File: src/rtl/ps2_key_pkg.sv
// Shared constants for the PS/2 key decoder: key bit positions, scancodes,
// FSM state encoding and the scancode-to-key lookup.
package ps2_key_pkg;

  localparam logic [2:0] KEY_LEFT  = 3'd0;
  localparam logic [2:0] KEY_RIGHT = 3'd1;
  localparam logic [2:0] KEY_UP    = 3'd2;
  localparam logic [2:0] KEY_DOWN  = 3'd3;
  localparam logic [2:0] KEY_SPACE = 3'd4;
  localparam logic [2:0] KEY_ENTER = 3'd5;
  localparam logic [2:0] KEY_ESC   = 3'd6;
  localparam logic [2:0] KEY_P     = 3'd7;

  localparam logic [7:0] SC_BREAK  = 8'hF0;
  localparam logic [7:0] SC_EXT    = 8'hE0;
  localparam logic [7:0] SC_PAUSE  = 8'hE1;
  localparam logic [7:0] SC_ERR_LO = 8'h00;
  localparam logic [7:0] SC_ERR_HI = 8'hFF;
  localparam logic [7:0] SC_BAT    = 8'hAA;
  localparam logic [7:0] SC_ACK    = 8'hFA;
  localparam logic [7:0] SC_ECHO   = 8'hEE;
  localparam logic [7:0] SC_RESEND = 8'hFE;

  localparam logic [7:0] SC_LEFT   = 8'h6B;
  localparam logic [7:0] SC_RIGHT  = 8'h74;
  localparam logic [7:0] SC_UP     = 8'h75;
  localparam logic [7:0] SC_DOWN   = 8'h72;
  localparam logic [7:0] SC_SPACE  = 8'h29;
  localparam logic [7:0] SC_ENTER  = 8'h5A;
  localparam logic [7:0] SC_ESC    = 8'h76;
  localparam logic [7:0] SC_P      = 8'h4D;

  // Bytes following E1 in the Pause make sequence
  localparam logic [2:0] PAUSE_SKIP = 3'd7;

  typedef enum logic [2:0] {
    IDLE,
    BRK,
    EXT,
    EXT_BRK,
    SKIP
  } state_t;

  typedef struct packed {
    logic       hit;
    logic [2:0] idx;
  } key_map_t;

  // Arrow codes only count when E0-prefixed; without it they are keypad keys.
  function automatic key_map_t map_code(input logic [7:0] code, input logic ext);
    key_map_t m;
    m.hit = 1'b0;
    m.idx = '0;
    if (ext) begin
      case (code)
        SC_LEFT:  begin m.hit = 1'b1; m.idx = KEY_LEFT;  end
        SC_RIGHT: begin m.hit = 1'b1; m.idx = KEY_RIGHT; end
        SC_UP:    begin m.hit = 1'b1; m.idx = KEY_UP;    end
        SC_DOWN:  begin m.hit = 1'b1; m.idx = KEY_DOWN;  end
        default:  ;
      endcase
    end else begin
      case (code)
        SC_SPACE: begin m.hit = 1'b1; m.idx = KEY_SPACE; end
        SC_ENTER: begin m.hit = 1'b1; m.idx = KEY_ENTER; end
        SC_ESC:   begin m.hit = 1'b1; m.idx = KEY_ESC;   end
        SC_P:     begin m.hit = 1'b1; m.idx = KEY_P;     end
        default:  ;
      endcase
    end
    return m;
  endfunction

endpackage

File: src/rtl/ps2_key_decoder.sv
// Turns a stream of PS/2 set-2 scancode bytes into a held 8-key state vector
// with per-change event pulses and an error pulse on keyboard error bytes.
module ps2_key_decoder
  import ps2_key_pkg::*;
(
  input  logic       clk,
  input  logic       rst,
  input  logic [7:0] data,
  input  logic       ready,
  output logic [7:0] keys,
  output logic       key_evt,
  output logic [2:0] evt_idx,
  output logic       evt_make,
  output logic       err
);

  logic       rdy_d;
  logic       consume;
  state_t     state, state_n;
  logic [2:0] skip_cnt, skip_n;
  logic [7:0] keys_n;
  logic       evt_n, make_n, err_n;
  logic [2:0] idx_n;
  logic       do_decode, dec_ext, dec_make;
  logic       is_err_byte, is_ignored;
  key_map_t   km;

  assign consume     = ready & ~rdy_d;
  assign is_err_byte = (data == SC_ERR_LO) || (data == SC_ERR_HI);
  assign is_ignored  = (data == SC_BAT) || (data == SC_ACK) ||
                       (data == SC_ECHO) || (data == SC_RESEND);
  assign km          = map_code(data, dec_ext);

  always_comb begin
    state_n   = state;
    skip_n    = skip_cnt;
    do_decode = 1'b0;
    dec_ext   = 1'b0;
    dec_make  = 1'b0;
    if (consume) begin
      if (is_err_byte) begin
        state_n = IDLE;
        skip_n  = '0;
      end else if (state == SKIP) begin
        skip_n = skip_cnt - 3'd1;
        if (skip_cnt <= 3'd1) state_n = IDLE;
      end else if (!is_ignored) begin
        case (state)
          IDLE: begin
            if (data == SC_BREAK) state_n = BRK;
            else if (data == SC_EXT) state_n = EXT;
            else if (data == SC_PAUSE) begin
              state_n = SKIP;
              skip_n  = PAUSE_SKIP;
            end else begin
              do_decode = 1'b1;
              dec_make  = 1'b1;
            end
          end
          EXT: begin
            if (data == SC_BREAK) state_n = EXT_BRK;
            else begin
              state_n   = IDLE;
              do_decode = 1'b1;
              dec_ext   = 1'b1;
              dec_make  = 1'b1;
            end
          end
          BRK: begin
            state_n   = IDLE;
            do_decode = 1'b1;
          end
          EXT_BRK: begin
            state_n   = IDLE;
            do_decode = 1'b1;
            dec_ext   = 1'b1;
          end
          default: state_n = IDLE;
        endcase
      end
    end
  end

  // Events fire only on an actual bit change so typematic repeats stay silent.
  always_comb begin
    keys_n = keys;
    evt_n  = 1'b0;
    idx_n  = evt_idx;
    make_n = evt_make;
    err_n  = 1'b0;
    if (consume && is_err_byte) begin
      keys_n = '0;
      err_n  = 1'b1;
    end else if (do_decode && km.hit && (keys[km.idx] != dec_make)) begin
      keys_n[km.idx] = dec_make;
      evt_n          = 1'b1;
      idx_n          = km.idx;
      make_n         = dec_make;
    end
  end

  always_ff @(posedge clk) begin
    if (!rst) begin
      rdy_d    <= 1'b1;
      state    <= IDLE;
      skip_cnt <= '0;
      keys     <= '0;
      key_evt  <= 1'b0;
      evt_idx  <= '0;
      evt_make <= 1'b0;
      err      <= 1'b0;
    end else begin
      rdy_d    <= ready;
      state    <= state_n;
      skip_cnt <= skip_n;
      keys     <= keys_n;
      key_evt  <= evt_n;
      evt_idx  <= idx_n;
      evt_make <= make_n;
      err      <= err_n;
    end
  end

endmodule

File: config.mk
export PLATFORM = sky130hd
export DESIGN_NAME = ps2_key_decoder
export DESIGN_NICKNAME = d
export VERILOG_FILES = /design/src/rtl/ps2_key_pkg.sv /design/src/rtl/ps2_key_decoder.sv
export SDC_FILE = /design/constraint.sdc
export NUM_CORES = 1
export LEC_CHECK = 0
export CORE_ASPECT_RATIO = 1.75
export CORE_MARGIN = 2
export CORE_UTILIZATION = 54
export DETAILED_ROUTE_END_ITERATION = 6
export PLACE_DENSITY_LB_ADDON = 0.15
export SLEW_MARGIN = 20
export SYNTH_ARGS = -nofsm -noshare
export SYNTH_HDL_FRONTEND = slang
export SYNTH_SLANG_ARGS = --single-unit
File: constraint.sdc
create_clock -name clk -period 3.7 [get_ports clk]
set_input_delay 0.555 -clock clk [delete_from_list [all_inputs] [get_ports clk]]
set_output_delay 0.555 -clock clk [all_outputs]
set_load 0.01 [all_outputs]
==> results.tsv, run 1 <==
metric	value	unit
initial antenna violation count	0	
post-synth cell types	58	
final WL	4180	um
DRC	0	
crit-path max FO	10	
Power, Total	0.000442	W
TritonRoute pass-1 iters	4	
period utilisation layout	88.4	%
WP data required	3.89	ns
global-route wire length before repair	7070	um
Final Hold Viols	0	
clock skew	0.00339	ns
setup ws final	0.430	ns
Post-synth top flop	dfxtp_1	
num rows	26	
GP Congestion	0.913	
Num Clock Sinks	21	
Hold Crit Class	reg -> reg	
Setup crit end kind	flop	
total grt overflow	0	
CTS clk-pin slew, worst paths	0.07	ns
IO Count	25	
CTS Buffer Depth	2	
status	complete, no violations	
total die area	0.00352	sq mm
# Post-CTS Setup Buffers	0	
layout cells sized above 1	11.1	%
routed length per instance	16.0	um
Final ANT Viol Nets	0	
Yosys top cell area share	25.6	%
Chip Width	45.7	um
TritonCTS buffer count	3	
fin. max-slew vios	0	
actual transition at the worst max-transition pin	0.692	ns
Post-Syn Instances	211	
All-Layer GR Usage	25.4	%
Worst Path Class, Setup	in -> reg	
CP arrival	3.46	ns
Setup TNS Final	0	ns
synthesized cell area	0.00164	sq mm
Final setup viols	0	
Max Freq	306	MHz
average size of a mapped cell	7.79	sq um
Place WS	0.187	ns
Seq/Total Area, Yosys	25.6	%
Yosys warning count	0	
H-tree Lvls	1	
pwr dens	228	mW/mm^2
Slew Limit Headroom	53.5	%
RSZ-0062 raised after global routing	no	
Area Growth Syn to Fin	17.8	%
cts hold-fix bufs	0	
via count	1707	
Root Driver	clkbuf_8	
vias in the first global route	1634	
CTS tree	done	
dpl hpwl	3230	um
largest area contributor in the netlist	dfxtp_1	
Initial DRC Count	62	
Worst-Skew Late Latency	0.26	ns
fin nets	248	
Synth Net Count	224	
CTS resizes	0	
cell leakage power	0.651	nW
max_cap viols	0	
ys async rst share	0	%
largest net degree at the start of global routing	19	
#FFs+latches synth	21	
antenna fix cells	0	
Critical Path Start Type	primary input	
Die Y	77.0	um
Final min period	3.27	ns
Initial Util	56.7	%
EDFF count, synth	0	
via/cell ratio	6.52	
IO Port Bufs	24	
final instance area	0.00194	sq mm
Area after DPL	0.00189	sq mm
worst vdd ir	0.203	mV
core outline area	0.00290	sq mm
synth top area cells	dfxtp_1 26%, a21oi_1 5.2%, mux2i_1 4.3%	
-- layout by cell type (no fill, tap or decap), drive strengths merged, types with 2 or more instances in the layout --
cell type      instances
a21boi                 3
a21oi                 18
and2                   5
and3                   4
buf                    7
clkbuf                 3
clkdlybuf4s50         24
dfxtp                 21
ha                     2
inv                    7
mux2i                  8
nand2                 20
nand2b                 4
nand3                  9
nand4                  4
nor2                  13
nor2b                  4
nor3                  13
nor3b                  3
nor4                   3
o211ai                 4
o21a                   3
o21ai                 16
o221a                  2
o311ai                 3
o31ai                  2
or2                    3
or3                    5
or4                    2
xnor2                  2
-- state kept, by name (all words and copies together) (netlist names) --
signal,count
err,1
evt_idx,3
evt_make,1
key_evt,1
keys,8
rdy_d,1
skip_cnt,3
state,3
-- area by class of cell --
| type | instances | area, sq um |
|---|---|---|
| fillers | 276 | 960 |
| inverters | 7 | 26.3 |
| clock inverters | 1 | 5.00 |
| multi-input cells | 171 | 1110 |
| well taps | 28 | 35.0 |
| flip-flops and latches | 21 | 420 |
| clock buffers | 3 | 41.3 |
| repair buffers | 31 | 293 |
-- final timing paths --
path                      startpoint                      end  slack (ns)  cells past startpoint
max                          data[2]  evt_idx[2]$_SDFFE_PN0P_        0.43                      9
max reg2reg         rdy_d$_SDFF_PN1_  evt_idx[2]$_SDFFE_PN0P_        1.21                      8
min reg2reg  evt_idx[0]$_SDFFE_PN0P_  evt_idx[0]$_SDFFE_PN0P_        0.46                      2
min          evt_idx[0]$_SDFFE_PN0P_  evt_idx[0]$_SDFFE_PN0P_        0.46                      2
-- per-stage QoR --
stage	cells	hold WS [ns]	utilization, %
detailed placement	258	0.456	65.3
finish	262	0.461	66.9
floorplan	211	0.438	-
global route	262	0.499	66.9
CTS	262	0.467	66.9
global placement	258	0.447	65.3
-- layer usage --
layer	share of wire, %	up-vias	GRT usage, %
li1	-	828	-
met3	2.9	19	3.53
met5	0	-	0
met2	54	58	44.5
met1	39	802	29.4
met4	3.5	0	9.71
-- report_power, final --
group / switching [W] / internal [W] / leakage [nW] / total (W)
combinational: 0.0000364 / 0.0000273 / 0.456 / 0.0000638
sequential: 0.000000924 / 0.000228 / 0.170 / 0.000229
clock: 0.0000744 / 0.0000750 / 0.0255 / 0.000149
-- critical path, stage by stage --
cell	delay, ns
clkdlybuf4s50_1	0.56
buf_4	0.23
or3_1	0.46
o311a_1	0.38
a21oi_1	0.22
o22ai_1	0.14
o21ai_4	0.32
mux2i_2	0.37
mux2i_1	0.23
-- kinds of logic (layout without fill, tap and decap cells) --
| logic type | after synthesis | after routing | synth area share [%] |
|---|---|---|---|
| and+or+nand+nor | 98 | 98 | 33.2 |
| DFF | 21 | 21 | 25.6 |
| xor gates and xnor gates | 2 | 2 | 1.07 |
| AOI/OAI and AO/OA | 61 | 61 | 27.0 |
| adders and majority gates | 2 | 2 | 1.52 |
| buffers and inverters | 19 | 42 | 6.55 |
| muxes | 8 | 8 | 5.10 |
-- cell usage after synthesis (all sizes together), types with 5 or more instances --
| master | count |
|---|---|
| nand2 | 20 |
| nor3 | 13 |
| o21ai | 16 |
| dfxtp | 21 |
| nor2 | 13 |
| a21oi | 18 |
| or3 | 5 |
| mux2i | 8 |
| and2 | 5 |
| inv | 7 |
| nand3 | 9 |
| buf | 8 |
No activity file was read; power rests on OpenSTA's default activity.
==> run 2, diff against run 1 <==
Settings changed: ABC_AREA from default to 1, CORE_UTILIZATION 54 to 55.
==> run 2 against run 1 <==
Register-to-register slack improved by 0.24 ns. Sequential cell count unchanged. First-iteration DRC count shrank 19%. Critical path type unchanged. Largest cell class unchanged. Worst setup slack gained 0.56 ns. Highest routed layer unchanged.
==> results.tsv, run 2 <==
metric	value	unit	change
status	complete, no violations		
Post-Syn Instances	268		+27%
Yosys top cell area share	24.0	%	-1.6 points
dpl hpwl	3300	um	+2.0%
max FFs per register	8		unchanged
max_cap viols	0		unchanged
commonest cells in the synthesized netlist	46 x nand2_1, 40 x inv_1, 34 x nor2_1		
Area Growth Syn to Fin	19.3	%	
CTS resizes	0		unchanged
Synth Net Count	281		+25%
Critical path buffers and inverters	3		+1
RSZ-0062 raised after global routing	no		
Setup TNS Final	0	ns	unchanged
worst reg2reg path depth	14		+6
post-synth cell types	34		-41%
vias in the first global route	1880		+15%
period utilisation layout	73.2	%	-15 points
largest area contributor in the netlist	dfxtp_1		
ys async rst share	0	%	unchanged
pwr dens	213	mW/mm^2	-6.5%
top-count cell post-synth	nand2_1		
routed length per instance	12.2	um	-24%
DRC	0		unchanged
Seq/Total Area, Yosys	24.0	%	-1.6 points
commonest non-fill, non-tap cell in the layout	nand2_1		
IO Count	25		unchanged
Reg2Reg Setup Slack	1.45	ns	+0.24 ns
Worst-Skew Late Latency	0.26	ns	about the same
cts hold-fix bufs	0		unchanged
synthesized cell area	0.00175	sq mm	+6.7%
CP Depth	18		+9
num rows	27		+3.8%
r2r startpoint	state[0]$_SDFFE_PN0P_		
Chip Width	46.7	um	+2.1%
global-route wire length before repair	7290	um	+3.1%
crit path from	data[5]		
total grt overflow	0		unchanged
worst hold start	keys[7]$_SDFFE_PP0P_		
hold path depth	2		unchanged
final WL	4110	um	-1.7%
delay of the slowest critical-path stage	0.49	ns	-0.07 ns
EDFF count, synth	0		unchanged
Final min period	2.71	ns	-0.560 ns
worst path cell trace	clkdlybuf4s50_1 -> inv_2 -> nand2_1 -> nor2_1 -> nand2_4 -> nand3_4 -> inv_2 -> nand3_2 -> nand2_4 -> nand2_8 -> nand2_2 -> nand3_2 -> nand2_4 -> o21ai_4 -> nand3_4 -> nand2_1 -> nand2_1 -> nor2_1		
average size of a mapped cell	6.54	sq um	-16%
Biggest register	keys		
total die area	0.00367	sq mm	+4.4%
Root Driver	clkbuf_8		
via count	1791		+4.9%
Top Family by Delay on Critical Path	simple AND/OR/NAND/NOR gates		
initial antenna violation count	0		unchanged
largest net degree at the start of global routing	20		+1
Post-synth top flop	dfxtp_1		
Max Freq	369	MHz	+21%
cell leakage power	0.914	nW	+40%
CTS Buffer Depth	2		unchanged
CTS clk-pin slew, worst paths	0.08	ns	about the same
Initial DRC Count	50		-19%
TritonCTS buffer count	3		unchanged
Core Util, Final	67.3	%	+0.46 points
via/cell ratio	5.30		-19%
TritonRoute pass-1 iters	4		unchanged
Worst Path Class, Setup	in -> reg		
H-tree Lvls	1		unchanged
Die Y	78.7	um	+2.2%
fin nets	309		+25%
Initial Util	56.4	%	-0.34 points
Final setup viols	0		unchanged
Yosys warning count	0		unchanged
crit-path max FO	10		unchanged
WP data required	3.90	ns	about the same
CP arrival	2.91	ns	-0.55 ns
clock skew	0.00595	ns	+0.00256 ns
Critical Path Start Type	primary input		
All-Layer GR Usage	25.9	%	+0.48 points
Worst path slowest cell	clkdlybuf4s50_1		
CTS tree	done		
GP Congestion	0.894		-2.0%
Final Hold Viols	0		unchanged
Final ANT Viol Nets	0		unchanged
Hold Crit Class	reg -> reg		
Setup crit end kind	flop		
worst vdd ir	0.180	mV	-12%
core outline area	0.00311	sq mm	+7.3%
actual transition at the worst max-transition pin	0.771	ns	+0.0786 ns
layout cells sized above 1	16.9	%	+5.8 points
Num Clock Sinks	21		unchanged
commonest non-fill, non-tap cells in the layout	46 x nand2_1, 40 x inv_1, 34 x nor2_1		
#FFs+latches synth	21		unchanged
fin. max-slew vios	0		unchanged
Slew Limit Headroom	48.6	%	-4.9 points
synth top area cells	dfxtp_1 24%, nand2_1 9.9%, inv_1 8.6%		
IO Port Bufs	24		unchanged
# Post-CTS Setup Buffers	0		unchanged
antenna fix cells	0		unchanged
[run 2: cells by family (layout without fill, tap and decap cells)]
| logic type | Yosys count | after routing | synth area share (%) |
|---|---|---|---|
| buf+inv | 51 | 78 | 11.1 |
| compound gates | 35 | 35 | 11.8 |
| flops | 21 | 21 | 24.0 |
| fa+ha+maj | 2 | 2 | 1.43 |
| xor+xnor | 1 | 1 | 0.500 |
| simple gates | 158 | 158 | 51.2 |
[run 2: routing by layer]
layer  track usage [%]  vias to the layer above  wire length, um
li1                  -                      937                -
met1              27.4                      799             1640
met2              46.3                       41             2250
met3              3.91                       14               88
met4              13.1                        0              126
met5                 0                        -                0
[run 2: path summary, 6_finish.rpt]
path | endpoint
max | evt_idx[2]$_SDFFE_PN0P_
min | keys[7]$_SDFFE_PP0P_
max reg2reg | evt_idx[2]$_SDFFE_PN0P_
min reg2reg | keys[7]$_SDFFE_PP0P_
[run 2: worst reg2reg max path: stages (launching register included)]
cell	delay [ns]
dfxtp_1	0.40
inv_1	0.10
nand3_1	0.16
nand3_4	0.13
nor2_4	0.20
nand3_4	0.15
nand2_8	0.14
nand2_2	0.06
nand3_2	0.08
nand2_4	0.09
o21ai_4	0.32
nand3_4	0.15
nand2_1	0.09
nand2_1	0.04
nor2_1	0.09
[run 2: power by group]
group	leakage (nW)	total, W	internal, W	switching [W]
registers	0.169	0.000227	0.000227	0.000000465
logic	0.719	0.0000680	0.0000237	0.0000443
clock network	0.0255	0.000151	0.0000750	0.0000760
[run 2: area by class of cell]
type                            count  area (sq um)
Multi-Input combinational cell    196          1140
Tap cell                           43          53.8
Clock buffer                        3          41.3
Sequential cell                    21           420
Inverter                           49           186
Timing Repair Buffer               25           248
Fill cell                         312          1020
Clock inverter                      1          5.00
[run 2: through the flow]
step	power, W	instances	hold slack (ns)	worst slack, ns	cell area (sq um)
finish	0.000446	338	0.464	0.990	2090
global route	0.000467	338	0.502	0.705	2090
CTS	0.000450	338	0.467	0.984	2090
detailed placement	0.000300	334	0.455	0.713	2050
global placement	0.000300	334	0.460	0.738	2050
floorplan	0.000275	268	0.469	1.45	1750
==> run 3, diff against run 2 <==
Clock period 3.7 ns to 2.75 ns, I/O delays scaled along.
==> run 3 against run 2 <==
Clock power up 39%. Worst hold slack better by 0.0017 ns. Critical path type unchanged. Core utilization grew 6.0 points. Sequential share of layout area down 1.6 points. Via count increased by 6.1%. Routed wire length is 6.0% higher. Sequential power rose by 35%. Sequential cell count did not move.
==> results.tsv, run 3 (synthesis results as in run 2) <==
metric	value	unit	change
CP arrival	2.73	ns	-0.18 ns
DRC	0		unchanged
CTS Buffer Depth	2		unchanged
GR Util met2	49.9	%	+3.6 points
worst vdd ir	0.281	mV	+57%
Min-Delay Endpoint	evt_make$_SDFFE_PN0P_		
num rows	27		unchanged
layout cells sized above 1	23.3	%	+6.4 points
Critical Path Start Type	primary input		
Biggest register	keys		
hold path depth	2		unchanged
Initial Util	56.4	%	unchanged
Final Hold Viols	0		unchanged
core outline area	0.00311	sq mm	unchanged
met3 Resource Use GR	2.53	%	-1.4 points
dpl hpwl	3470	um	+5.5%
pwr dens	274	mW/mm^2	+29%
Final min period	2.53	ns	
fillers	272		-13%
Worst-Skew Late Latency	0.27	ns	about the same
r2r startpoint	state[0]$_SDFFE_PN0P_		
met1 GRT Util	25.7	%	-1.7 points
antenna fix cells	0		unchanged
worst hold start	evt_make$_SDFFE_PN0P_		
total grt overflow	0		unchanged
global routing's busiest layer	met2		
Reg2Reg Setup Slack	0.55	ns	-0.90 ns
Setup TNS Final	0	ns	unchanged
Hold Crit Class	reg -> reg		
Num Clock Sinks	21		unchanged
reg2reg end	evt_idx[2]$_SDFFE_PN0P_		
commonest non-fill, non-tap cells in the layout	46 x nand2_1, 40 x inv_1, 34 x nor2_1		
CTS clk-pin slew, worst paths	0.08	ns	about the same
via count	1900		+6.1%
crit path from	data[6]		
TritonCTS buffer count	3		unchanged
TritonRoute pass-1 iters	5		+1
Hold Slack	0.465	ns	+0.00167 ns
status	complete, no violations		
WP data required	2.95	ns	-0.95 ns
total die area	0.00367	sq mm	unchanged
vias in the first global route	1753		-6.8%
final WL	4360	um	+6.0%
Final setup viols	0		unchanged
All-Layer GR Usage	25.7	%	-0.21 points
worst reg2reg path depth	16		+2
Chip Width	46.7	um	unchanged
Final ANT Viol Nets	0		unchanged
via/cell ratio	5.28		-0.40%
clock skew	0.00373	ns	-0.00222 ns
CTS tree	done		
Root Driver	clkbuf_8		
Die Y	78.7	um	unchanged
crit-path max FO	8		-2
Max Freq	396	MHz	
actual transition at the worst max-transition pin	0.438	ns	-0.333 ns
cell leakage power	1.02	nW	+12%
period utilisation layout	91.8	%	
largest net degree at the start of global routing	19		-5.0%
max_cap viols	0		unchanged
H-tree Lvls	1		unchanged
commonest non-fill, non-tap cell in the layout	nand2_1		
GP Congestion	0.894		about the same
Worst Path Class, Setup	in -> reg		
Initial DRC Count	54		+8.0%
Power, Total	0.000625	W	+40%
IO Port Bufs	24		unchanged
initial antenna violation count	0		unchanged
max FFs per register	8		unchanged
global-route wire length before repair	7140	um	-2.0%
IO Count	25		unchanged
fin nets	331		+7.1%
Setup crit end kind	flop		
Area Growth Syn to Fin	30.0	%	
Core Util, Final	73.3	%	+6.0 points
routed length per instance	12.1	um	-0.47%
fin. max-slew vios	0		unchanged
Slew Limit Headroom	70.7	%	+22 points
-- run 3: cell type report --
type                    instances  area, sq um  share of cell area, %
clock inverters                 1         5.00                  0.220
multi-input cells             197         1150                   50.6
inverters                      49          186                   8.18
repair buffers                 46          418                   18.3
well taps                      43         53.8                   2.36
flip-flops and latches         21          420                   18.5
clock buffers                   3         41.3                   1.81
-- run 3: layer usage --
layer	share of wire, %	vias up
li1	-	987
met1	37	874
met2	58	30
met3	1.8	9
met4	2.4	0
met5	0	-
-- run 3: report_power, final --
part	leakage, nW	internal, W	switching, W
combinational	0.827	0.0000438	0.0000647
clock	0.0255	0.000101	0.000109
sequential	0.169	0.000305	0.000000671
total	1.02	0.000450	0.000175
-- run 3: worst max path at each step --
| stage | endpoint | slack (ns) | cells after the start |
|---|---|---|---|
| floorplan | evt_idx[0]$_SDFFE_PN0P_ | 0.64 | 16 |
| global placement | evt_idx[2]$_SDFFE_PN0P_ | -0.11 | 17 |
| detailed placement | evt_idx[1]$_SDFFE_PN0P_ | -0.16 | 18 |
| CTS | evt_idx[1]$_SDFFE_PN0P_ | 0.12 | 18 |
| global route | evt_idx[0]$_SDFFE_PN0P_ | -0.003 | 20 |
| finish | keys[5]$_SDFFE_PP0P_ | 0.22 | 17 |
-- run 3: timing repair --
item                       CTS  global route
setup buffers                0             3
setup endpoints to repair    0             7
resized for setup            0             2
hold buffers                 0             0
-- run 3: worst max-delay path: stages --
cell	delay, ns
clkdlybuf4s50_1	0.48
nand2_2	0.15
inv_2	0.07
nand2_1	0.06
nand2_1	0.08
a21oi_2	0.21
nand3_2	0.15
nand2_4	0.13
nand2_8	0.08
nand2_2	0.07
nand2_2	0.05
nand2_2	0.07
nand2_4	0.09
o21ai_4	0.26
buf_4	0.16
nand4_1	0.07
a21oi_1	0.14
-- run 3: metrics by stage --
step / std cells / cell area [sq um] / setup WS, ns
finish: 360 / 2280 / 0.224
detailed placement: 352 / 2190 / -0.159
CTS: 356 / 2240 / 0.117
global route: 360 / 2280 / -0.00334
global placement: 352 / 2190 / -0.106
floorplan: 268 / 1750 / 0.638
